`src/rtl/uart_pkg.sv`:
```
// rtl/uart_pkg.sv - shared UART types, parity encodings and baud helpers
package uart_pkg;

  typedef enum logic [2:0] {
    TX_IDLE,
    TX_START,
    TX_DATA,
    TX_PARITY,
    TX_STOP
  } tx_state_e;

  localparam int unsigned PAR_NONE = 0;
  localparam int unsigned PAR_ODD  = 1;
  localparam int unsigned PAR_EVEN = 2;

  function automatic int unsigned bit_ticks(input int unsigned clk_freq, input int unsigned baud_rate);
    return clk_freq / baud_rate;
  endfunction

  function automatic int unsigned timer_width(input int unsigned ticks);
    return (ticks < 2) ? 1 : $clog2(ticks);
  endfunction

  // Parity over the low nbits only; upper byte bits never reach the line.
  function automatic logic parity_bit(input logic [7:0] data, input int unsigned nbits,
                                      input int unsigned mode);
    logic p;
    p = 1'b0;
    for (int i = 0; i < 8; i++) begin
      if (i < nbits) p = p ^ data[i];
    end
    return (mode == PAR_ODD) ? ~p : p;
  endfunction

endpackage

```
`src/rtl/uart_tx_if.sv`:
```
// rtl/uart_tx_if.sv - request handshake and line outputs of the UART transmitter
interface uart_tx_if;
  import uart_pkg::*;

  logic [7:0] tx_data;
  logic       tx_valid;
  logic       tx_ready;
  logic       tx;
  logic       tx_busy;

  modport master (output tx_data, output tx_valid, input tx_ready, input tx, input tx_busy);
  modport slave  (input tx_data, input tx_valid, output tx_ready, output tx, output tx_busy);

endinterface

```
`src/rtl/uart_bit_timer.sv`:
```
// rtl/uart_bit_timer.sv - frame-aligned bit-period counter with one-cycle bit_done pulse
module uart_bit_timer
  import uart_pkg::*;
#(
  parameter int unsigned BIT_TICKS = 10
) (
  input  logic clk,
  input  logic set,
  input  logic clear_i,
  output logic bit_done_o
);

  localparam int unsigned W = timer_width(BIT_TICKS);
  localparam logic [W-1:0] LAST = W'(BIT_TICKS - 1);

  logic [W-1:0] cnt_q, cnt_d;

  always_comb begin
    cnt_d = cnt_q + 1'b1;
    if (clear_i || cnt_q == LAST) cnt_d = '0;
  end

  always_ff @(posedge clk or negedge set) begin
    if (!set) cnt_q <= '0;
    else      cnt_q <= cnt_d;
  end

  assign bit_done_o = !clear_i && (cnt_q == LAST);

endmodule

```
`src/rtl/uart_tx.sv`:
```
// rtl/uart_tx.sv - UART transmitter: start, LSB-first data, optional parity, 1-2 stop bits
module uart_tx
  import uart_pkg::*;
#(
  parameter int unsigned CLK_FREQ  = 100_000_000,
  parameter int unsigned BAUD_RATE = 9600,
  parameter int unsigned DATA_BITS = 8,
  parameter int unsigned PARITY    = 0,
  parameter int unsigned STOP_BITS = 1
) (
  input  logic     clk,
  input  logic     set,
  uart_tx_if.slave bus
);

  localparam int unsigned BIT_TICKS = bit_ticks(CLK_FREQ, BAUD_RATE);

  generate
    if (BIT_TICKS < 2 || DATA_BITS < 5 || DATA_BITS > 8 ||
        STOP_BITS < 1 || STOP_BITS > 2 || PARITY > 2) begin : g_bad_params
      $error("uart_tx: illegal parameter combination");
    end
  endgenerate

  tx_state_e  state_q;
  logic [7:0] shift_q;
  logic [2:0] idx_q;
  logic       stop_q;
  logic       par_q;
  logic       tx_q;
  logic       busy_q;
  logic       ready_q;
  logic       bit_done;

  // The timer is held at zero while idle, so every frame starts a fresh bit period.
  uart_bit_timer #(.BIT_TICKS(BIT_TICKS)) u_timer (
    .clk       (clk),
    .set       (set),
    .clear_i   (state_q == TX_IDLE),
    .bit_done_o(bit_done)
  );

  always_ff @(posedge clk or negedge set) begin
    if (!set) begin
      state_q <= TX_IDLE;
      shift_q <= '0;
      idx_q   <= '0;
      stop_q  <= 1'b0;
      par_q   <= 1'b0;
      tx_q    <= 1'b1;
      busy_q  <= 1'b0;
      ready_q <= 1'b1;
    end else begin
      case (state_q)
        TX_IDLE: begin
          if (bus.tx_valid && ready_q) begin
            shift_q <= bus.tx_data;
            par_q   <= parity_bit(bus.tx_data, DATA_BITS, PARITY);
            idx_q   <= '0;
            state_q <= TX_START;
            tx_q    <= 1'b0;
            busy_q  <= 1'b1;
            ready_q <= 1'b0;
          end
        end
        TX_START: begin
          if (bit_done) begin
            state_q <= TX_DATA;
            tx_q    <= shift_q[0];
          end
        end
        TX_DATA: begin
          if (bit_done) begin
            shift_q <= shift_q >> 1;
            if (idx_q == 3'(DATA_BITS - 1)) begin
              if (PARITY != PAR_NONE) begin
                state_q <= TX_PARITY;
                tx_q    <= par_q;
              end else begin
                state_q <= TX_STOP;
                tx_q    <= 1'b1;
                stop_q  <= 1'b0;
              end
            end else begin
              idx_q <= idx_q + 3'd1;
              tx_q  <= shift_q[1];
            end
          end
        end
        TX_PARITY: begin
          if (bit_done) begin
            state_q <= TX_STOP;
            tx_q    <= 1'b1;
            stop_q  <= 1'b0;
          end
        end
        TX_STOP: begin
          if (bit_done) begin
            if (stop_q == 1'(STOP_BITS - 1)) begin
              state_q <= TX_IDLE;
              busy_q  <= 1'b0;
              ready_q <= 1'b1;
            end else begin
              stop_q <= 1'b1;
            end
          end
        end
        default: begin
          state_q <= TX_IDLE;
          tx_q    <= 1'b1;
          busy_q  <= 1'b0;
          ready_q <= 1'b1;
        end
      endcase
    end
  end

  assign bus.tx       = tx_q;
  assign bus.tx_busy  = busy_q;
  assign bus.tx_ready = ready_q;

endmodule
```
`src/flat_wrapper.sv`:
```
// flat-port wrapper written by rule: the top's interface ports become plain ports
module uart_tx_flat import uart_pkg::*;
#(
  parameter int unsigned CLK_FREQ  = 100_000_000,
  parameter int unsigned BAUD_RATE = 9600,
  parameter int unsigned DATA_BITS = 8,
  parameter int unsigned PARITY    = 0,
  parameter int unsigned STOP_BITS = 1
)
  (clk, set, bus_tx_data, bus_tx_valid, bus_tx_ready, bus_tx, bus_tx_busy);
  uart_tx_if bus_i ();
  input  logic clk;
  input  logic set;
  input wire logic [$bits(bus_i.tx_data)-1:0] bus_tx_data;
  input wire logic [$bits(bus_i.tx_valid)-1:0] bus_tx_valid;
  output wire logic [$bits(bus_i.tx_ready)-1:0] bus_tx_ready;
  output wire logic [$bits(bus_i.tx)-1:0] bus_tx;
  output wire logic [$bits(bus_i.tx_busy)-1:0] bus_tx_busy;
  assign bus_i.tx_data = bus_tx_data;
  assign bus_i.tx_valid = bus_tx_valid;
  assign bus_tx_ready = bus_i.tx_ready;
  assign bus_tx = bus_i.tx;
  assign bus_tx_busy = bus_i.tx_busy;
  uart_tx #(.CLK_FREQ(CLK_FREQ), .BAUD_RATE(BAUD_RATE), .DATA_BITS(DATA_BITS), .PARITY(PARITY), .STOP_BITS(STOP_BITS)) u_core (.clk(clk), .set(set), .bus(bus_i));
endmodule
```
`config.mk`:
```
export PLATFORM = sky130hd
export DESIGN_NAME = uart_tx_flat
export DESIGN_NICKNAME = d
export VERILOG_FILES = /design/src/rtl/uart_pkg.sv /design/src/rtl/uart_tx_if.sv /design/src/rtl/uart_bit_timer.sv /design/src/rtl/uart_tx.sv /design/src/flat_wrapper.sv
export SDC_FILE = /design/constraint.sdc
export NUM_CORES = 1
export LEC_CHECK = 0
export ABC_CLOCK_PERIOD_IN_PS = 1700
export BUFFER_PORTS_ARGS = -buffer_cell sky130_fd_sc_hd__clkbuf_2
export CAP_MARGIN = 20
export CORE_MARGIN = 8
export CORE_UTILIZATION = 40
export DETAILED_ROUTE_END_ITERATION = 12
export PLACE_DENSITY_LB_ADDON = 0.05
export SYNTH_ARGS = -nofsm -noshare
export SYNTH_HDL_FRONTEND = slang
export SYNTH_SLANG_ARGS = --single-unit
```
`constraint.sdc`:
```
create_clock -name clk -period 1.7 [get_ports clk]
set_input_delay 0.085 -clock clk [delete_from_list [all_inputs] [get_ports clk]]
set_output_delay 0.085 -clock clk [all_outputs]
set_load 0.02 [all_outputs]
```
Word-level counts from Yosys, hierarchy flattened
Cells that the tools add are included.
{ "word_totals": {"reg_bits": 32, "inputBits": 11, "out_inout_bits": 3, "wordCells": 75} }
{ "classes": {"n_addsub": 2, "eq_ne": 14, "n_mux": 35, "n_bitwise": 2, "n_reduce_logical": 14} }
{ "op_table": {"columns": ["op", "count"], "rows": [
  ["$mux W3", 10],
  ["$mux W8", 2],
  ["$pmux W8 S2", 1],
  ["$mux W1", 15],
  ["$pmux W3 S5", 1],
  ["$add A14 B1 Y14 const B", 1],
  ["$eq A14 B14 Y1 const B", 1],
  ["$mux W14", 1],
  ["$ne A2 B1 Y1 const B", 6],
  ["$reduce_and A5 Y1", 2],
  ["$pmux W1 S3", 3],
  ["$reduce_and A4 Y1", 2],
  ["$reduce_and A7 Y1", 1],
  ["$eq A3 B2 Y1 const B", 2],
  ["$eq A3 B3 Y1 const B", 2],
  ["$pmux W3 S2", 1],
  ["$pmux W1 S5", 1],
  ["$ne A2 B2 Y1 const B", 2],
  ["$add A3 B1 Y3 const B", 1],
  ["$eq A3 B1 Y1 const B", 1],
  ["$logic_not A3 Y1", 1],
  ["$reduce_and A3 Y1", 1],
  ["$reduce_bool A3 Y1", 1],
  ["$reduce_or A3 Y1", 1],
  ["5 further kinds", 7]
]} }

Logic depth before layout (Yosys ltp)
{ "depth": {"ltp_word": 5, "mapped_depth": 7, "mapped_depth_nobuf": 5} }

Cells and area by module
Synthesis repeated with hierarchy kept, for this count alone.
{ "unflattened": {"hier_cells": 153, "area_unflattened_um2": 1617.8} }
{ "by_module_without_submodules": {"columns": ["module", "instances", "cells_per_inst", "area_per_inst_um2", "seq_area_each_um2"], "rows": [
  ["uart_tx", 1, 79, 903.4, 427.9],
  ["uart_bit_timer", 1, 74, 714.4, 350.3]
]} }

Least setup slack after synthesis
No wires, ideal clock.
{ "synth_path": {"path_kind": "register to register", "start": "reg u_core.u_timer.cnt_q[0]", "end": "reg u_core.idx_q[1]", "setup_time_ns": 0.125, "t_arrival_ns": 1.545, "t_required_ns": 1.575, "path_slack_ns": 0.030, "path_stages_with_launch": 7, "n_path_buf": 1, "period_less_slack_ns": 1.670, "path_cell_list": "dfrtp_1 -> ha_1 -> and4_1 -> buf_2 -> nand4_4 -> nor2_4 -> mux2_2"} }
{ "synth_between": {"elab_chain_cells": 4} }
{ "synth_lines": {"columns": ["element", "line", "text"], "rows": [
  ["from (decl)", "uart_bit_timer.sv:16", "logic [W-1:0] cnt_q, cnt_d;"],
  ["from (signal assigned)", "uart_bit_timer.sv:25", "else cnt_q <= cnt_d;"],
  ["$eq A14 B14 Y1", "uart_bit_timer.sv:28", "assign bit_done_o = !clear_i && (cnt_q == LAST);"],
  ["$logic_and A1 B1 Y1", "uart_bit_timer.sv:28", null],
  ["$ne A2 B1 Y1 (no source line)", null, null],
  ["$reduce_and A4 Y1 (no source line)", null, null],
  ["to (signal assigned)", "uart_tx.sv:85", "idx_q <= idx_q + 3'd1;"],
  ["to (decl)", "uart_tx.sv:27", "logic [2:0] idx_q;"]
]} }
Every way passes these cells.
A chain may end at the register's enable or synchronous reset.

Final worst setup path
{ "layout_path": {"start": "reg u_core.u_timer.cnt_q[6]", "end": "reg u_core.shift_q[3]"} }
{ "layout_between": {"elab_chain_cells": 4} }
{ "layout_lines": {"columns": ["element", "line", "text"], "rows": [
  ["$eq A14 B14 Y1", "uart_bit_timer.sv:28", null],
  ["$logic_and A1 B1 Y1", "uart_bit_timer.sv:28", null],
  ["$ne A2 B1 Y1 (no source line)", null, null],
  ["$reduce_and A3 Y1 (no source line)", null, null],
  ["to (signal assigned)", "uart_tx.sv:57", "shift_q <= bus.tx_data;"],
  ["to (signal assigned)", "uart_tx.sv:74", "shift_q <= shift_q >> 1;"],
  ["to (decl)", "uart_tx.sv:26", "logic [7:0] shift_q;"]
]} }
Every way passes these cells.

==> out/results.tsv <==
metric	value	unit
syn-cell-area	1560	sq um
io_buffers	13	
synth_top_family_by_area	simple AND/OR/NAND/NOR gates	
p_leak	0.824	nW
crit_type	flop to flop	
fmax	615	MHz
clk_path_buf_depth	2	
seq_power_share	55.0	%
hold_violations	0	
place_hpwl	2.21	mm
dr_total_vias	1158	
antenna_left	0	
htreeDepth	2	
power_switching	278	uW
grt_max_degree	32	
outcome	finished clean	
cts_tree	done	
clock_latency	0.28	ns
critical_path.top_delay_family	flip-flops	
totalWireLength	3.08	mm
ys_warn_count	0	
area.growth.synth_to_final	20.4	%
worstSetupEndpoint	u_core.shift_q[3]$_DFFE_PN0P_	
fp-row-count	22	
grt_pass1_wl	5.46	mm
synth.distinct_cells	34	
cts.root.buffer_cell	clkbuf_8	
die-width	78.5	microns
ys_ff_latch	31	
swShare	20.7	%
numCtsBuffers	5	
p_total	1.34	mW
die_h	78.5	microns
peakVddDrop	0.466	mV
fin_crit	1.63	ns
cp_num_buf_inv	2	
slowest_stage	dfrtp_2	
pwr-share-clk	43.0	%
synth_compound_gate_area_share	12.4	%
gp_congestion	0.804	
synthAdderAreaFrac	2.41	%
rrSetupSlack	0.07	ns
antenna_found_initial	0	
cp.required	1.87	ns
setup_tns	0	ns
hold_class	input port to flop	
drc_errors	0	
slew_violations	0	
avgSynthCellArea	10.9	sq um
cp_num_cells	6	
nets	189	
start_util	42.0	%
powerDensity	715	nW/um^2
worstPathCellList	nor4_4 -> buf_4 -> nand4_4 -> buf_4 -> o22ai_1 -> o21ba_2	
worstSetupStartpointType	flop	
ioPinCount	14	
synthesis.nets	157	
overflow	0	
r2r-end	u_core.shift_q[3]$_DFFE_PN0P_	
antenna_cells	0	
timing.rr.start	u_core.u_timer.cnt_q[6]$_DFF_PN0_	
cts_sinks	31	
drive_gt1_share	33.1	%
fin_crit_sh	95.6	%
clock_skew	0.00429	ns
synth-simple-area-share	23.3	%
combPwrFrac	2.1	%
place_area	1760	sq um
reg2reg_depth	6	
fin_area	1880	sq um
p_int	1.06	mW
critPathMaxStageDelay	0.45	ns
core	3720	sq um
critical_path_arrival	1.80	ns
setup_viol	0	
setup_ws	0.0745	ns
firstDrtPassIters	4	
muxShareOfSynthArea	2.09	%
dr.first_iter.drc_count	61	
die_area	6160	sq um
tightest_slew	0.754	ns
end_kind	flop	
synth-xor-area-share	6.74	%
path_clk_slew	0.06	ns
syn_inst	143	
preCtsSetupSlack	0.0251	ns
grt_use_total	11.0	%
crit_path_frequent_cell	buf_4	
cp-startpoint	u_core.u_timer.cnt_q[6]$_DFF_PN0_	
maxCapViolCount	0	
crit_fanout	9	
wire_per_inst	13.8	microns
grt_pass1_vias	1192	
vias_per_cell	5.19	
relSlewSlack	49.8	%
ys_seq_area_share	49.9	%
==> final cells by class <==
| cell class | instances | area, sq um |
|---|---|---|
| repair buffers | 30 | 195 |
| clock buffers | 6 | 82.6 |
| inverters | 5 | 18.8 |
| multi-input cells | 102 | 737 |
| fillers | 353 | 1840 |
| clock inverters | 1 | 5.00 |
| well taps | 48 | 60.1 |
| flip-flops and latches | 31 | 779 |
==> cells in the final DEF (no fill, tap or decap), drive strengths merged, types with 2 or more instances in the layout <==
master / n
a21oi: 2
and2: 2
and4: 2
and4bb: 3
buf: 16
clkbuf: 19
dfrtp: 29
dfstp: 2
ha: 3
inv: 5
mux2: 2
nand2: 7
nand2b: 4
nand3: 6
nand4: 7
nor2: 21
nor3: 3
nor4: 4
o21ai: 2
o21ba: 7
o22ai: 7
o31ai: 3
xnor2: 7
xor2: 5
==> Yosys cell counts <==
library cell / count / area, sq um
a211oi_1: 1 / 7.51
o31ai_1: 2 / 15.0
o32ai_1: 1 / 8.76
o21ai_0: 2 / 10.0
nor3_1: 3 / 15.0
nand2b_1: 4 / 25.0
nand4_1: 5 / 31.3
ha_1: 3 / 37.5
nand3_1: 6 / 30.0
xnor2_1: 7 / 61.3
a31oi_1: 1 / 6.26
nor4_4: 1 / 21.3
dfstp_2: 2 / 52.6
nor4_1: 3 / 18.8
and4bb_2: 3 / 37.5
dfrtp_1: 29 / 726
nor2_4: 1 / 11.3
nand2_1: 7 / 26.3
nor2_1: 20 / 75.1
xor2_1: 5 / 43.8
clkbuf_1: 1 / 3.75
nand4_4: 2 / 42.5
buf_2: 3 / 15.0
o22ai_1: 7 / 43.8
and2_1: 2 / 12.5
o32a_1: 1 / 10.0
a21oi_1: 2 / 10.0
mux2i_1: 1 / 10.0
and4_1: 2 / 17.5
inv_1: 5 / 18.8
buf_6: 1 / 11.3
o21ba_2: 7 / 70.1
mux2_2: 2 / 22.5
o31ai_2: 1 / 12.5
==> registers in the layout (all words and copies together), names as in the netlist <==
signal                cells
u_core.state_q            3
u_core.idx_q              3
u_core.bus.tx_busy        1
u_core.bus.tx_ready       1
u_core.u_timer.cnt_q     14
u_core.bus.tx             1
u_core.shift_q            8
==> power groups by stage <==
stage	clock network (mW)	registers, mW	logic [mW]
2_1_floorplan	0	0.752	0.000848
3_3_place_gp	0	0.751	0.0269
3_5_place_dp	0	0.751	0.0273
6_report	0.577	0.738	0.0276
5_1_grt	0.623	0.737	0.0332
4_1_cts	0.595	0.738	0.0294
==> cell families (layout without fill, tap and decap cells) <==
kind of cell | count (synthesis) | count (layout)
AND/OR/NAND/NOR | 59 | 59
multiplexers | 3 | 3
adder cells (fa/ha/maj) | 3 | 3
XOR/XNOR | 12 | 12
AO/OA/AOI/OAI | 25 | 25
flip-flops | 31 | 31
buffers and inverters | 10 | 42
==> what timing repair did <==
| item | CTS | global route |
|---|---|---|
| resized for setup | 0 | 3 |
| buffers inserted | 0 | 2 |
| endpoints found under the hold margin | 29 | 0 |
| endpoints found under the setup margin | 0 | 10 |
| hold buffers | 1 | 0 |
==> worst min-delay path by stage <==
stage | slack, ns | startpoint | depth (start not counted) | endpoint
after global routing | 0.09 | bus_tx_data[7] | 3 | u_core.shift_q[7]$_DFFE_PN0P_
after CTS | 0.04 | bus_tx_data[7] | 3 | u_core.shift_q[7]$_DFFE_PN0P_
after global placement | 0.19 | set | 1 | u_core.u_timer.cnt_q[7]$_DFF_PN0_
final | 0.05 | bus_tx_data[7] | 3 | u_core.shift_q[7]$_DFFE_PN0P_
after floorplan | -0.21 | set | 0 | u_core.bus.tx_busy$_DFFE_PN0P_
after detailed placement | 0.20 | set | 1 | u_core.u_timer.cnt_q[12]$_DFF_PN0_
==> per-layer routing <==
layer	vias up	global-route usage, %	part of all wire, %
met5	-	0	0
met4	0	5.56	1.6
met3	5	4.10	5.8
met2	20	16.1	42
met1	558	13.9	50
li1	575	-	-
==> per-stage QoR <==
step,cells,utilization [%],hold WS (ns)
after floorplan,143,-,-0.211
after global placement,213,47.4,0.193
after detailed placement,213,47.4,0.200
after CTS,221,50.0,0.0369
after global routing,223,50.5,0.0940
final,223,50.5,0.0504
==> worst register-to-register path, stage by stage (launching register included) <==
cell     delay [ns]
dfrtp_2        0.45
nor4_4         0.28
buf_4          0.16
nand4_4        0.11
buf_4          0.19
o22ai_1        0.14
o21ba_2        0.18
Note: power is estimated with default switching activity, not from simulation.
